**src/rtl/prefetch_pkg.sv**
```systemverilog
// Shared definitions for the indirect A[B[i]] prefetch engine: run states and
// index-word geometry.
package prefetch_pkg;

    typedef enum logic [1:0] {
        ST_IDLE  = 2'd0,
        ST_RUN   = 2'd1,
        ST_DRAIN = 2'd2,
        ST_DONE  = 2'd3
    } pf_state_e;

    localparam int IDX_BYTES     = 4;
    localparam int IDX_SHIFT     = 2;
    localparam int DEFAULT_DEPTH = 4;

endpackage

```
**src/rtl/pf_sync_fifo.sv**
```systemverilog
// Synchronous FIFO holding returned index words until the prefetch channel
// accepts them; flush empties it in one cycle.
module pf_sync_fifo #(
    parameter int DATA_W = 32,
    parameter int DEPTH  = 4
) (
    input  logic                    clk,
    input  logic                    reset,
    input  logic                    i_push,
    input  logic                    i_pop,
    input  logic                    i_flush,
    input  logic [DATA_W-1:0]       i_data,
    output logic [DATA_W-1:0]       o_head,
    output logic                    o_full,
    output logic                    o_empty,
    output logic [$clog2(DEPTH):0]  o_count
);
    localparam int AW = $clog2(DEPTH);
    localparam logic [AW:0] PTR_ONE = (AW+1)'(1);

    logic [DATA_W-1:0] r_mem [DEPTH];
    logic [AW:0]       r_wptr;
    logic [AW:0]       r_rptr;
    logic              w_wr;
    logic              w_rd;

    assign o_count = r_wptr - r_rptr;
    assign o_empty = (r_wptr == r_rptr);
    assign o_full  = (r_wptr[AW] != r_rptr[AW]) && (r_wptr[AW-1:0] == r_rptr[AW-1:0]);
    assign o_head  = r_mem[r_rptr[AW-1:0]];
    assign w_rd    = i_pop & ~o_empty;
    assign w_wr    = i_push & (~o_full | w_rd);

    always_ff @(posedge clk or posedge reset) begin
        if (reset) begin
            r_wptr <= '0;
            r_rptr <= '0;
        end else if (i_flush) begin
            r_wptr <= '0;
            r_rptr <= '0;
        end else begin
            if (w_wr) r_wptr <= r_wptr + PTR_ONE;
            if (w_rd) r_rptr <= r_rptr + PTR_ONE;
        end
    end

    // Storage carries no reset; the pointers alone decide which entries are live.
    always_ff @(posedge clk) begin
        if (w_wr && !i_flush) r_mem[r_wptr[AW-1:0]] <= i_data;
    end

endmodule

```
**src/rtl/indirect_prefetch_engine.sv**
```systemverilog
// Indirect stream prefetcher: loads index words B[i] through the L1 load port
// and emits prefetch addresses data_base + (B[i] << shift) with bounded credits.
module indirect_prefetch_engine
    import prefetch_pkg::*;
#(
    parameter int ADDR_W = 32,
    parameter int DATA_W = 32,
    parameter int DEPTH  = DEFAULT_DEPTH,
    parameter int CNT_W  = 16
) (
    input  logic              clk,
    input  logic              reset,
    input  logic              start,
    input  logic              abort,
    input  logic [ADDR_W-1:0] cfg_idx_base,
    input  logic [ADDR_W-1:0] cfg_data_base,
    input  logic [2:0]        cfg_shift,
    input  logic [CNT_W-1:0]  cfg_count,
    input  logic [DATA_W-1:0] cfg_limit,
    output logic              ld_req_o,
    output logic [ADDR_W-1:0] ld_addr_o,
    input  logic              ld_gnt_i,
    input  logic              ld_ready_i,
    input  logic [DATA_W-1:0] ld_data_i,
    output logic              pf_valid_o,
    output logic [ADDR_W-1:0] pf_addr_o,
    input  logic              pf_ready_i,
    output logic              busy_o,
    output logic              done_o,
    output logic [CNT_W-1:0]  drop_cnt_o,
    output logic [1:0]        state_o
);
    localparam int CR_W = $clog2(DEPTH) + 1;
    localparam logic [CR_W-1:0] CR_DEPTH = CR_W'(DEPTH);

    pf_state_e         r_state;
    pf_state_e         w_state_nxt;
    logic [ADDR_W-1:0] r_idx_base;
    logic [ADDR_W-1:0] r_data_base;
    logic [2:0]        r_shift;
    logic [CNT_W-1:0]  r_count;
    logic [DATA_W-1:0] r_limit;
    logic [CNT_W-1:0]  r_issued;
    logic [CNT_W-1:0]  r_drop_cnt;
    logic [CR_W-1:0]   r_credits;
    logic              r_ld_req;
    logic              r_aborted;

    logic              w_start;
    logic              w_abort_act;
    logic              w_discard;
    logic              w_ld_fire;
    logic              w_pf_fire;
    logic              w_resp;
    logic              w_filtered;
    logic              w_rel;
    logic              w_drop;
    logic              w_push;
    logic              w_pop;
    logic              w_ld_req_nxt;
    logic [CNT_W-1:0]  w_issued_nxt;
    logic [CNT_W-1:0]  w_count_nxt;
    logic [CR_W-1:0]   w_cred_dec;
    logic [CR_W-1:0]   w_credits_nxt;
    logic [DATA_W-1:0] w_head;
    logic              w_fifo_full;
    logic              w_fifo_empty;
    logic [CR_W-1:0]   w_fifo_cnt;

    assign w_start     = start & (r_state == ST_IDLE);
    assign w_abort_act = abort & ((r_state == ST_RUN) | (r_state == ST_DRAIN));
    assign w_discard   = r_aborted | w_abort_act;
    assign w_ld_fire   = r_ld_req & ld_gnt_i;
    assign w_pf_fire   = pf_valid_o & pf_ready_i;
    assign w_resp      = ld_ready_i & ((r_state == ST_RUN) | (r_state == ST_DRAIN));
    assign w_filtered  = (r_limit != '0) && (ld_data_i >= r_limit);
    // Every response that does not reach the FIFO gives its credit straight back.
    assign w_rel       = w_resp & (w_discard | w_filtered);
    assign w_drop      = w_resp & ~w_discard & w_filtered;
    assign w_push      = w_resp & ~w_discard & ~w_filtered & (~w_fifo_full | w_pop);
    assign w_pop       = w_pf_fire & ~w_abort_act;

    assign w_issued_nxt = w_start ? '0 : r_issued + CNT_W'(w_ld_fire);
    assign w_count_nxt  = w_start ? cfg_count : r_count;

    // A flush returns the whole FIFO occupancy, which already covers a same-cycle pop.
    always_comb begin
        w_cred_dec    = w_abort_act ? w_fifo_cnt : CR_W'(w_pf_fire);
        w_credits_nxt = r_credits + CR_W'(w_ld_fire) - w_cred_dec - CR_W'(w_rel);
    end

    assign w_ld_req_nxt = (w_state_nxt == ST_RUN) && (w_issued_nxt < w_count_nxt) &&
                          (w_credits_nxt < CR_DEPTH);

    always_comb begin
        w_state_nxt = r_state;
        case (r_state)
            ST_IDLE:  if (w_start) w_state_nxt = ST_RUN;
            ST_RUN:   if (w_abort_act || (w_issued_nxt >= r_count)) w_state_nxt = ST_DRAIN;
            ST_DRAIN: if (r_credits == '0) w_state_nxt = ST_DONE;
            ST_DONE:  w_state_nxt = ST_IDLE;
            default:  w_state_nxt = ST_IDLE;
        endcase
    end

    always_ff @(posedge clk or posedge reset) begin
        if (reset) r_state <= ST_IDLE;
        else       r_state <= w_state_nxt;
    end

    always_ff @(posedge clk or posedge reset) begin
        if (reset) begin
            r_issued   <= '0;
            r_credits  <= '0;
            r_drop_cnt <= '0;
            r_ld_req   <= 1'b0;
            r_aborted  <= 1'b0;
        end else begin
            r_issued  <= w_issued_nxt;
            r_credits <= w_credits_nxt;
            r_ld_req  <= w_ld_req_nxt;
            if (w_start) begin
                r_drop_cnt <= '0;
                r_aborted  <= 1'b0;
            end else begin
                if (w_drop)      r_drop_cnt <= r_drop_cnt + CNT_W'(1);
                if (w_abort_act) r_aborted  <= 1'b1;
            end
        end
    end

    always_ff @(posedge clk) begin
        if (w_start) begin
            r_idx_base  <= cfg_idx_base;
            r_data_base <= cfg_data_base;
            r_shift     <= cfg_shift;
            r_count     <= cfg_count;
            r_limit     <= cfg_limit;
        end
    end

    pf_sync_fifo #(
        .DATA_W (DATA_W),
        .DEPTH  (DEPTH)
    ) u_fifo (
        .clk     (clk),
        .reset   (reset),
        .i_push  (w_push),
        .i_pop   (w_pop),
        .i_flush (w_abort_act),
        .i_data  (ld_data_i),
        .o_head  (w_head),
        .o_full  (w_fifo_full),
        .o_empty (w_fifo_empty),
        .o_count (w_fifo_cnt)
    );

    // Address outputs are forced to zero whenever their valid is low.
    assign ld_req_o   = r_ld_req;
    assign ld_addr_o  = r_ld_req ? (r_idx_base + (ADDR_W'(r_issued) << IDX_SHIFT)) : '0;
    assign pf_valid_o = ~w_fifo_empty;
    assign pf_addr_o  = w_fifo_empty ? '0 : (r_data_base + (ADDR_W'(w_head) << r_shift));
    assign busy_o     = (r_state != ST_IDLE);
    assign done_o     = (r_state == ST_DONE);
    assign drop_cnt_o = r_drop_cnt;
    assign state_o    = r_state;

endmodule

```
**config.mk**
```make
export PLATFORM = sky130hd
export DESIGN_NAME = indirect_prefetch_engine
export DESIGN_NICKNAME = d
export VERILOG_FILES = /design/src/rtl/prefetch_pkg.sv /design/src/rtl/pf_sync_fifo.sv /design/src/rtl/indirect_prefetch_engine.sv
export SDC_FILE = /design/constraint.sdc
export NUM_CORES = 1
export LEC_CHECK = 0
export ABC_AREA = 1
export BUFFER_PORTS_ARGS = -buffer_cell sky130_fd_sc_hd__buf_4
export CAP_MARGIN = 25
export CORE_MARGIN = 2
export CORE_UTILIZATION = 53
export DETAILED_ROUTE_END_ITERATION = 16
export PLACE_DENSITY = 0.83
export SYNTH_ARGS = -nofsm -noshare
export SYNTH_HDL_FRONTEND = slang
export SYNTH_SLANG_ARGS = --single-unit
export TNS_END_PERCENT = 5
```
**constraint.sdc**
```tcl
create_clock -name clk -period 5.6 [get_ports clk]
set_input_delay 1.68 -clock clk [delete_from_list [all_inputs] [get_ports clk]]
set_output_delay 1.68 -clock clk [all_outputs]
set_load 0.01 [all_outputs]
```
==> reports/results.txt <==
Register area share after synthesis - 49.04%
Switching Share - 42.44%
Num CTS Buffers - 34
CTS max path bufs - 3
Worst-path fanout max - 16
Critical path type - reg -> out
Row cnt - 65
Port Buffers - 239
Iter 0 DRT Violations - 1439
CP Launch Type - flip-flop
Root Buffer - clkbuf_16
Initial Utilization - 53.67%
Top_reg_cell synth - edfxtp_1
PD cells - 498.7 nW/um^2
Placer congestion estimate - 0.9572
Initial antenna violation count - 0
Hold Vio Cnt, Final - 0
Status - complete, but fails checks
Clock-pin slew on the worst setup and hold paths - 0.06 ns
Most frequent cells in the layout - 521 x nand2_1, 265 x buf_4, 227 x edfxtp_1, 194 x inv_1, 145 x nor2_1
Worst-margin pin slew - 0.9412 ns
Combinational share of power - 51.5%
WHS - 0.4984 ns
Slew HR - 37.08%
Ant. Diodes - 0
Post-Syn Instances - 1947
Area of the die - 33240 um^2
Finished Cell Area - 20900 um^2
Area Overhead vs Synth - 24.02%
Vias in the first global route - 14.53k
Crit end category - output pin
Vert. Die Dim - 182.3 um
Wire per inst - 18.46 um
Synth Register Bits - 288
TritonCTS Sinks - 288
Max Clk Rate - 177.2 MHz
CTS Hold Bufs - 0
Period utilization - 100.8%
Post-synth top area cell - edfxtp_1
Post-Syn Nets - 2233
Violated checks - negative setup slack
Layout net count - 2490
Remaining Overflow, GRT - 0
Via/cell ratio - 5.759
HPWL Detailed - 33160 um
Top Ports - 240
Leak pwr - 9.426 nW
Arr. time, crit path - 3.96 ns
Asr flop ratio synth - 15.63%
Fin. max-slew vios - 0
Commonest non-fill, non-tap cell in the layout - nand2_1
Final setup violation count - 2
Maximum VDD drop - 0.0002752 V
Synth Area per Inst - 8.654 um^2
H-tree levels - 2
DRT Pass-1 Iters - 7
Pre-CTS WS - 0.4629 ns
Hold crit path type - reg -> reg
Share of cells above drive strength 1 - 20.14%
Largest net degree at the start of global routing - 65
Drt total wl - 48570 um
Mapped Area - 16850 um^2
Tot GR Track Use - 27.31%
Worst Skew - 0.01809 ns
Core area - 31390 um^2
EDFF count, synth - 227
Psw - 4.424 mW
Netlist cell types - 45
Post-route antenna net violation count - 0
Dpl cell area - 19110 um^2
Yosys warns - 0
Worst setup margin - -0.04325 ns
DRC Markers - 0
Vias - 15.15k
Flop pwr share - 27.2%
Clk_lat worst skew - 0.53 ns
CTS tree - yes
Clock share of power - 21.4%
Ranking of synthesized cells by area - edfxtp_1 40%, nand2_1 12%, ha_1 9.4%, dfrtp_1 6.7%, a21oi_1 4.6%
Min cycle time layout - 5.643 ns
Die width - 182.3 um
First-pass GRT wire length - 72280 um
Critical Path RT - 3.92 ns
Max Cap Viol - 0
Synth top area share - 40.45%
P_int - 5.999 mW
RSZ-0062 raised after global routing - true
==> cell usage after synthesis, types with 2 or more instances <==
library cell / number
fa_1: 5
dfrtp_1: 45
inv_1: 197
buf_1: 7
a32o_1: 21
nor4_1: 10
edfxtp_1: 227
o21a_1: 7
dfxtp_1: 16
o21ai_0: 109
a21o_1: 8
nand3_1: 120
nor2_1: 158
ha_1: 127
a31oi_1: 6
o31ai_1: 2
nand4_1: 24
nand3b_1: 2
a21oi_1: 156
buf_4: 4
o21ai_1: 36
and2_1: 2
nor3b_1: 2
buf_2: 20
clkbuf_1: 22
nand3_2: 2
a211oi_1: 4
nor2_2: 4
or2_2: 2
nand2_1: 528
inv_2: 4
nor3_1: 26
nand2_2: 2
xnor2_1: 8
o21bai_1: 7
xor2_1: 18
==> power groups by stage <==
stage          sequential (mW)  combinational [mW]  clock (mW)
6_report                  2.83                5.37        2.23
4_1_cts                   2.80                4.69        2.24
3_5_place_dp              2.84                4.64           0
2_1_floorplan             2.81                3.02           0
3_3_place_gp              2.83                4.53           0
5_1_grt                   2.85                5.88        2.32
==> worst max-delay path, stage by stage (launching register included) <==
cell and delay (ns):
dfrtp_4 0.58, inv_8 0.13, clkbuf_16 0.19, nand2_1 0.07, a32o_1 0.24, nand2_1 0.10, nand2_1 0.13, nand2_1 0.11
o21ai_2 0.11, o21ai_2 0.29, ha_4 0.27, a21oi_4 0.16, nor2_1 0.06, nor2_1 0.11, nand2_2 0.09, nand3_1 0.08
nand2_1 0.10, nand3_1 0.08, nand2_1 0.10, nand3_1 0.10, nand2_1 0.05, nor2_1 0.15, buf_4 0.14
==> kinds of logic (layout without fill, tap and decap cells) <==
family / after synthesis / in the layout / synth area share [%]
and+or+nand+nor: 883 / 883 / 21.59
AOI/OAI and AO/OA: 362 / 362 / 11.98
DFF: 288 / 288 / 49.04
buffers and inverters: 255 / 537 / 5.963
adders and majority gates: 132 / 132 / 10.02
xor gates and xnor gates: 26 / 26 / 1.351
muxes: 1 / 1 / 0.05941
==> state kept, by name, summed over array words and instances (netlist names), 2 cells and up <==
name / flops
r_count: 16
u_fifo.r_rptr: 3
u_fifo.r_mem: 128
r_limit: 32
u_fifo.r_wptr: 3
r_data_base: 32
r_shift: 3
r_credits: 3
r_issued: 16
drop_cnt_o: 16
r_idx_base: 32
state_o: 2
==> final timing paths <==
kind	from	endpoint	slack, ns	depth (start not counted)
setup / recovery	u_fifo.r_rptr[0]	pf_addr_o[31]	-0.04	22
hold / removal	r_count[0]	r_count[0]	0.50	2
setup reg to reg	u_fifo.r_rptr[0]	ld_req_o	1.31	15
hold reg to reg	r_count[0]	r_count[0]	0.50	2
max in group asynchronous	reset	u_fifo.r_rptr[0]	3.83	3
min in group asynchronous	reset	drop_cnt_o[7]	1.31	3
==> timing repair <==
action	CTS	global route
setup buffers	0	9
gates resized for setup	7	125
cloned	0	6
endpoints found under the setup margin	11	24
pin swaps	0	12
==> final cells by class <==
class                   count  area, um^2
clock buffers              44       919.6
repair buffers            275        2177
clock inverters            17       187.7
well taps                 402       503.0
flip-flops and latches    288        8267
multi-input cells        1404        8077
inverters                 201       767.0
fillers                  2440       10500
==> per-layer routing <==
metal | global-route usage, % | vias up | part of all wire, % | routed length, um
met5 | 0 | - | 0 | 0
met4 | 12.42 | 0 | 4.4 | 2138
met3 | 5.328 | 147 | 8.9 | 4307
met2 | 48.32 | 762 | 49 | 24000
met1 | 32.22 | 7058 | 37 | 18120
li1 | - | 7185 | - | -
==> metrics by stage <==
step / utilization [%] / cells / power, mW / TNS [ns]
after floorplan: - / 1947 / 5.828 / 0
after global placement: 60.86 / 2555 / 7.366 / 0
after detailed placement: 60.86 / 2555 / 7.478 / 0
after CTS: 64.43 / 2616 / 9.740 / 0
after global routing: 66.57 / 2631 / 11.05 / -1.514
final: 66.57 / 2631 / 10.42 / -0.04423
Note: power is estimated with default switching activity, not from simulation.
